**config.mk**
```make
export PLATFORM = sky130hd
export DESIGN_NAME = mem_stall_ctrl_flat
export DESIGN_NICKNAME = d
export VERILOG_FILES = /design/src/rtl/mem_stall_ctrl_if.sv /design/src/rtl/mem_stall_ctrl.sv /design/src/flat_wrapper.sv
export SDC_FILE = /design/constraint.sdc
export NUM_CORES = 1
export LEC_CHECK = 0
export CORE_MARGIN = 5
export CORE_UTILIZATION = 37
export CTS_CLUSTER_SIZE = 14
export DETAILED_ROUTE_END_ITERATION = 6
export GPL_TIMING_DRIVEN = 0
export PLACE_DENSITY = 0.78
export REMOVE_ABC_BUFFERS = 1
export SLEW_MARGIN = 20
export SYNTH_ARGS = -nofsm -noshare
export SYNTH_HDL_FRONTEND = slang
export SYNTH_SLANG_ARGS = --single-unit
```
**constraint.sdc**
```tcl
create_clock -name clk -period 1.9 [get_ports clk]
set_input_delay 0.38 -clock clk [delete_from_list [all_inputs] [get_ports clk]]
set_output_delay 0.38 -clock clk [all_outputs]
set_load 0.05 [all_outputs]
```
**src/rtl/mem_stall_ctrl_if.sv**
```systemverilog
// mem_stall_ctrl_if - valid/ready request + response bus between the MEM-stage
// controller and the data memory.
//   master : controller side (drives request, receives ready/response)
//   slave  : memory side
// Signals:
//   MEM_ReqValid  request valid          MEM_ReqReady  memory accepts request
//   MEM_ReqWrite  1=store, 0=load        MEM_Addr      request address
//   MEM_WData     store data             MEM_RespValid read data valid / write ack
//   MEM_RData     read data
interface mem_stall_ctrl_if #(
    parameter int ADDR_W = 64,
    parameter int DATA_W = 64
);
    logic              MEM_ReqValid;
    logic              MEM_ReqReady;
    logic              MEM_ReqWrite;
    logic [ADDR_W-1:0] MEM_Addr;
    logic [DATA_W-1:0] MEM_WData;
    logic              MEM_RespValid;
    logic [DATA_W-1:0] MEM_RData;

    modport master (
        output MEM_ReqValid, MEM_ReqWrite, MEM_Addr, MEM_WData,
        input  MEM_ReqReady, MEM_RespValid, MEM_RData
    );

    modport slave (
        input  MEM_ReqValid, MEM_ReqWrite, MEM_Addr, MEM_WData,
        output MEM_ReqReady, MEM_RespValid, MEM_RData
    );
endinterface

```
**src/rtl/mem_stall_ctrl.sv**
```systemverilog
// mem_stall_ctrl - multi-cycle data-memory responder for the MEM stage.
// Issues one memory request per EX/MEM load/store and freezes the upstream
// pipeline (Mem_Stall) until the access completes; the DONE cycle releases the
// stall for exactly one cycle so the pipeline advances.
// Ports:
//   clk, rst_n                     clock, asynchronous active-low reset
//   EXMEM_MemRead/MemWrite         access request from EX/MEM
//   EXMEM_Addr/EXMEM_WData         access address / store data
//   memIf (master)                 memory request/response bus
//   MEMWB_RData                    captured load data for MEM/WB
//   Mem_Stall                      pipeline freeze
//   Mem_Err                        one-cycle timeout pulse (0 unless timeout built)
//   Stall_Count                    saturating count of stalled cycles
// Build option: define MEM_TIMEOUT_EN to force completion after TIMEOUT
// WAIT cycles without a response.
module mem_stall_ctrl #(
    parameter int ADDR_W  = 64,
    parameter int DATA_W  = 64,
    parameter int TIMEOUT = 16
) (
    input  logic              clk,
    input  logic              rst_n,
    input  logic              EXMEM_MemRead,
    input  logic              EXMEM_MemWrite,
    input  logic [ADDR_W-1:0] EXMEM_Addr,
    input  logic [DATA_W-1:0] EXMEM_WData,
    mem_stall_ctrl_if.master  memIf,
    output logic [DATA_W-1:0] MEMWB_RData,
    output logic              Mem_Stall,
    output logic              Mem_Err,
    output logic [31:0]       Stall_Count
);

    typedef enum logic [1:0] {IDLE, REQ, WAIT, DONE} state_t;

    state_t state, stateNext;
    logic   accessReq;
    logic   capture;     // response accepted this cycle

    assign accessReq = EXMEM_MemRead | EXMEM_MemWrite;

`ifdef MEM_TIMEOUT_EN
    localparam int CNT_W = ($clog2(TIMEOUT + 1) > 5) ? $clog2(TIMEOUT + 1) : 5;
    logic [CNT_W-1:0] waitCnt;
    logic             timedOut;
`endif

    always_ff @(posedge clk or negedge rst_n) begin
        if (!rst_n) state <= IDLE;
        else        state <= stateNext;
    end

    always_comb begin
        stateNext = state;
        capture   = 1'b0;
`ifdef MEM_TIMEOUT_EN
        timedOut  = 1'b0;
`endif
        case (state)
            IDLE: if (accessReq) stateNext = REQ;
            REQ: begin
                if (memIf.MEM_ReqReady) begin
                    if (memIf.MEM_RespValid) begin
                        stateNext = DONE;
                        capture   = 1'b1;
                    end else begin
                        stateNext = WAIT;
                    end
                end
            end
            WAIT: begin
                // A response on the final timeout cycle wins over the timeout.
                if (memIf.MEM_RespValid) begin
                    stateNext = DONE;
                    capture   = 1'b1;
                end
`ifdef MEM_TIMEOUT_EN
                else if (waitCnt == CNT_W'(TIMEOUT - 1)) begin
                    stateNext = DONE;
                    timedOut  = 1'b1;
                end
`endif
            end
            // The EX/MEM op is still visible here but is already serviced.
            DONE:    stateNext = IDLE;
            default: stateNext = IDLE;
        endcase
    end

    // Stall starts combinationally in the IDLE cycle that sees the request.
    assign Mem_Stall = rst_n & (((state == IDLE) & accessReq) | (state == REQ) | (state == WAIT));
    assign memIf.MEM_ReqValid = (state == REQ);

    always_ff @(posedge clk or negedge rst_n) begin
        if (!rst_n) begin
            memIf.MEM_Addr     <= '0;
            memIf.MEM_WData    <= '0;
            memIf.MEM_ReqWrite <= 1'b0;
            MEMWB_RData        <= '0;
            Stall_Count        <= '0;
        end else begin
            if ((state == IDLE) && accessReq) begin
                memIf.MEM_Addr     <= EXMEM_Addr;
                memIf.MEM_WData    <= EXMEM_WData;
                memIf.MEM_ReqWrite <= EXMEM_MemWrite & ~EXMEM_MemRead;  // read wins
            end
            if (capture && !memIf.MEM_ReqWrite)
                MEMWB_RData <= memIf.MEM_RData;
`ifdef MEM_TIMEOUT_EN
            // A timed-out load returns zero; stores never touch MEMWB_RData.
            else if (timedOut && !memIf.MEM_ReqWrite)
                MEMWB_RData <= '0;
`endif
            if (Mem_Stall && (Stall_Count != 32'hFFFF_FFFF))
                Stall_Count <= Stall_Count + 32'd1;
        end
    end

`ifdef MEM_TIMEOUT_EN
    // Counter is held at zero outside WAIT, so it starts from zero on entry.
    always_ff @(posedge clk or negedge rst_n) begin
        if (!rst_n) begin
            waitCnt <= '0;
            Mem_Err <= 1'b0;
        end else begin
            waitCnt <= (state == WAIT) ? waitCnt + 1'b1 : '0;
            Mem_Err <= timedOut;  // high during the DONE cycle
        end
    end
`else
    logic [31:0] unusedTimeout;
    assign unusedTimeout = 32'(TIMEOUT);
    assign Mem_Err       = 1'b0;
`endif

endmodule
```
**src/flat_wrapper.sv**
```systemverilog
// flat-port wrapper written by rule: the top's interface ports become plain ports
module mem_stall_ctrl_flat 
#(
    parameter int ADDR_W  = 64,
    parameter int DATA_W  = 64,
    parameter int TIMEOUT = 16
)
  (clk, rst_n, EXMEM_MemRead, EXMEM_MemWrite, EXMEM_Addr, EXMEM_WData, MEMWB_RData, Mem_Stall, Mem_Err, Stall_Count, memIf_MEM_ReqValid, memIf_MEM_ReqWrite, memIf_MEM_Addr, memIf_MEM_WData, memIf_MEM_ReqReady, memIf_MEM_RespValid, memIf_MEM_RData);
  mem_stall_ctrl_if #(.ADDR_W(ADDR_W), .DATA_W(DATA_W)) memIf_i ();
  input  logic clk;
  input  logic rst_n;
  input  logic EXMEM_MemRead;
  input  logic EXMEM_MemWrite;
  input  logic [ADDR_W-1:0] EXMEM_Addr;
  input  logic [DATA_W-1:0] EXMEM_WData;
  output logic [DATA_W-1:0] MEMWB_RData;
  output logic Mem_Stall;
  output logic Mem_Err;
  output logic [31:0] Stall_Count;
  output wire logic [$bits(memIf_i.MEM_ReqValid)-1:0] memIf_MEM_ReqValid;
  output wire logic [$bits(memIf_i.MEM_ReqWrite)-1:0] memIf_MEM_ReqWrite;
  output wire logic [$bits(memIf_i.MEM_Addr)-1:0] memIf_MEM_Addr;
  output wire logic [$bits(memIf_i.MEM_WData)-1:0] memIf_MEM_WData;
  input wire logic [$bits(memIf_i.MEM_ReqReady)-1:0] memIf_MEM_ReqReady;
  input wire logic [$bits(memIf_i.MEM_RespValid)-1:0] memIf_MEM_RespValid;
  input wire logic [$bits(memIf_i.MEM_RData)-1:0] memIf_MEM_RData;
  assign memIf_MEM_ReqValid = memIf_i.MEM_ReqValid;
  assign memIf_MEM_ReqWrite = memIf_i.MEM_ReqWrite;
  assign memIf_MEM_Addr = memIf_i.MEM_Addr;
  assign memIf_MEM_WData = memIf_i.MEM_WData;
  assign memIf_i.MEM_ReqReady = memIf_MEM_ReqReady;
  assign memIf_i.MEM_RespValid = memIf_MEM_RespValid;
  assign memIf_i.MEM_RData = memIf_MEM_RData;
  mem_stall_ctrl #(.ADDR_W(ADDR_W), .DATA_W(DATA_W), .TIMEOUT(TIMEOUT)) u_core (.clk(clk), .rst_n(rst_n), .EXMEM_MemRead(EXMEM_MemRead), .EXMEM_MemWrite(EXMEM_MemWrite), .EXMEM_Addr(EXMEM_Addr), .EXMEM_WData(EXMEM_WData), .memIf(memIf_i), .MEMWB_RData(MEMWB_RData), .Mem_Stall(Mem_Stall), .Mem_Err(Mem_Err), .Stall_Count(Stall_Count));
endmodule
```
==> implementation parameters, run 1 <==
Parameter                              Value

Run status
  Outcome    complete, but fails checks
  Violated checks    negative setup slack

Final layout
  Nets    1,254
  Filler cell count    1,778
  Area growth from synthesis to layout    71.25%
  Post-route cell area    0.01526 mm^2
  Layout cell share with drive strength beyond 1    0.3361
  Ant diodes    0

Worst setup path
  CP Capture Type    primary output
  Crit path launch type    register
  Endpoint of the worst-slack reg-to-reg timing path    u_core.memIf.MEM_WData[30]
  Number of cells on the worst reg-to-reg path    7
  Worst setup path start    u_core.state[0]
  Worst R2R Start    u_core.state[1]
  FF-to-FF setup slack    -0.25 ns
  Maximum net fanout on the critical path    5
  Worst endpoint required time    1.52 ns
  Data arrival time of the critical path    1.82 ns
  Classification of the worst setup path    reg -> out

STA
  Hold Fails Final Rpt    0
  Fmax    455.1 MHz
  Part of the cycle the worst path needs    1.156
  Tightest Pin Transition    0.5951 ns
  Slew margin rel.    0.6049
  Setup repair after global routing missed its margin    true
  Skew final    0.008614 ns
  Min Clock Period, post-route    2.197 ns
  Final setup violation count    71
  PnR worst setup slack    -0.2973 ns
  Worst hold slack after final layout    0.4649 ns
  Max Slew Vio Count    0

Clock tree
  Number of levels the H-tree was split into    1
  Number of buffers on the longest clock path    3
  CTS tree    yes
  Later-pin clock latency in the skew report    0.52 ns
  Total clock buffers created by CTS    26
  Root buf cell    sky130_fd_sc_hd__clkbuf_16
  Number of clock sinks    227
  Clock-pin transition on the worst setup and hold timing paths    0.06 ns

Power
  Leakage power total    0.006892 uW
  Cell area power density    1994 mW/mm^2
  Worst ir drop on vdd    0.001048 V

Synth
  Area fraction in compound gates after synthesis    0.01291
  Post-synthesis cell area    0.008914 mm^2
  Largest cells by area after synthesis    sky130_fd_sc_hd__dfrtp_1 (64%), sky130_fd_sc_hd__mux2_2 (24%), sky130_fd_sc_hd__xnor2_1 (1.8%), sky130_fd_sc_hd__xor2_1 (1.3%), sky130_fd_sc_hd__buf_2 (1.1%)
  Multiplexer share of the synthesized area    0.2438
  Distinct cells, synth    42
  Post-synthesis async set-or-reset flop share    1.000
  Count of flip-flops with a built-in enable after synthesis    0
  Post-synth top flop    sky130_fd_sc_hd__dfrtp_1
  Area share of and/or/nand/nor cells after synthesis    0.05362
  Cell accounting for the most synthesized area    sky130_fd_sc_hd__dfrtp_1
  Top-area cell type share of the netlist area    0.6373
  Post-synthesis instance total    577
  Sequential-to-total area share from yosys stat    0.6373
  Xor-xnor portion of the synthesized cell area    0.03046
  Synth Area in Adders    0.005615
  Top cells by instance count after synthesis    sky130_fd_sc_hd__dfrtp_1 (227), sky130_fd_sc_hd__mux2_2 (193), sky130_fd_sc_hd__buf_2 (20)
  Dominant combinational cell family by area after synthesis    multiplexers
  Avg Synthesized Cell Area    15.45 um^2
  Yosys synthesis warning count    0
  Top-count cell post-synth    sky130_fd_sc_hd__dfrtp_1
  Number of storage elements in the synthesis netlist    227

Hold path
  Classification of the worst-slack hold path    in -> reg
  Hold wc startpoint    EXMEM_Addr[11]
  Worst Hold Path EP    u_core.memIf.MEM_Addr[11]
  Worst hold path stage count    2

Global routing
  Initial antenna violation count    1
  Global-route total usage across every layer    0.1937
  Pin count of the biggest net entering global routing    96
  Wire length of the first global-routing pass    40.97 mm
  GRT Residual Overflow    0
  Via count of the first global-routing pass    7,085

Place
  Sum of net half-perimeters after detailed placement    20.40 mm
  Area post-placement    0.01363 mm^2
  Dpl ws    -1.294 ns
  PortBufs    424
  Final weighted congestion in routability-driven placement    0.7758

Drt
  Number of DRC markers after the initial detailed-route iteration    236
  Total via count in the routed design    6,630
  Detail-routed via count per cell    4.780
  Final antenna-violating net count    0
  Post-DR wirelength/cell    21.28 um
  WL final    29.51 mm
  Total iterations of the first detailed-routing run    7
  Remaining design rule violation count    0

Floorplanning
  Die Footprint    0.02729 mm^2
  Die Width    165.2 um
  Area inside the core boundary    0.02361 mm^2
  Die Y-Extent    165.2 um
  Boundary Pins    426
  Starting density of the core    0.3775
  Placement row count    56

Flow run
  Number of max-cap violations    0
[worst max-delay path, cell delays in order (launching register included)]
cell and delay, ns:
sky130_fd_sc_hd__dfrtp_1 0.39, sky130_fd_sc_hd__buf_4 0.15, sky130_fd_sc_hd__ha_4 0.17, sky130_fd_sc_hd__or2_4 0.24, sky130_fd_sc_hd__o21a_4 0.21, sky130_fd_sc_hd__buf_8 0.15
[layer usage]
layer  GRT usage  wire, um  part of all wire  vias up
met5           0         7           0.00024        -
met4     0.05898       846             0.029        2
met2      0.3578     15520              0.53      283
met3     0.06602      2723             0.092       56
met1      0.2081     10410              0.35     3270
li1            -         -                 -     3019
[metrics by stage]
stage	TNS (ns)	util	total power [uW]	instances
2_1_floorplan	-546.70	-	19140	554
3_3_place_gp	-3210.49	0.5691	24650	1297
3_5_place_dp	-81.23	0.5773	25490	1306
4_1_cts	-10.46	0.6275	29960	1375
5_1_grt	-19.75	0.6465	31720	1387
6_report	-9.115	0.6465	30430	1387
[cell families (layout without fill, tap and decap cells)]
group / Yosys count / after routing
AOI/OAI and AO/OA: 14 / 15
xor gates and xnor gates: 31 / 31
adders and majority gates: 4 / 4
buffers and inverters: 29 / 519
DFF: 227 / 227
muxes: 193 / 193
other: 1 / 1
and+or+nand+nor: 78 / 78
[sequential cells by signal, indices dropped and copies added (netlist names)]
register / cells
u_core.state: 2
u_core.memIf.MEM_WData: 64
u_core.MEMWB_RData: 64
u_core.memIf.MEM_Addr: 64
u_core.Stall_Count: 32
u_core.memIf.MEM_ReqWrite: 1
[report_power, final]
part | internal [uW] | switching, uW
clock network | 3480 | 1990
logic | 5760 | 11000
registers | 7050 | 1110
total | 16300 | 14100
[how the worst max path moves through the flow]
stage	end	slack, ns
detailed placement	Mem_Stall	-1.29
global route	Mem_Stall	-0.36
global placement	u_core.Stall_Count[14]	-9.63
finish	Mem_Stall	-0.30
CTS	Mem_Stall	-0.31
floorplan	u_core.Stall_Count[1]	-3.10
[layout by cell type (no fill, tap or decap), types with 9 or more instances in the layout]
master / synthesis / layout
sky130_fd_sc_hd__nand2_1: 12 / 10
sky130_fd_sc_hd__dlygate4sd2_1: 0 / 189
sky130_fd_sc_hd__mux2_2: 193 / 134
sky130_fd_sc_hd__clkdlybuf4s15_2: 0 / 15
sky130_fd_sc_hd__nand4_1: 9 / 9
sky130_fd_sc_hd__buf_4: 2 / 16
sky130_fd_sc_hd__clkbuf_2: 0 / 13
sky130_fd_sc_hd__xor2_1: 13 / 13
sky130_fd_sc_hd__xnor2_1: 18 / 16
sky130_fd_sc_hd__mux2_4: 0 / 59
sky130_fd_sc_hd__buf_6: 0 / 12
sky130_fd_sc_hd__clkdlybuf4s50_1: 0 / 196
sky130_fd_sc_hd__dfrtp_1: 227 / 224
sky130_fd_sc_hd__clkbuf_16: 0 / 30
[area by class of cell]
| class | instances | area (um^2) | area share |
|---|---|---|---|
| flip-flops and latches | 227 | 5684 | 0.3724 |
| clock buffers | 35 | 764.5 | 0.05008 |
| inverters | 6 | 22.52 | 0.001475 |
| clock inverters | 9 | 185.2 | 0.01213 |
| repair buffers | 469 | 4604 | 0.3016 |
| well taps | 319 | 399.1 | 0.02615 |
| multi-input cells | 322 | 3605 | 0.2361 |
[timing repair]
item	in CTS	in global routing
pin swaps	17	20
endpoints found under the setup margin	415	211
buffers inserted	21	8
hold buffers	2	0
resized for setup	326	112
gates cloned	3	5
endpoints found under the hold margin	40	0
(Power assumes the default switching activity.)
==> inputs of run 2 (changes only) <==
Settings changed: CAP_MARGIN set to 0.
==> results of run 2 <==
No change in the layout: final DEF, timing and power equal those of run 1.
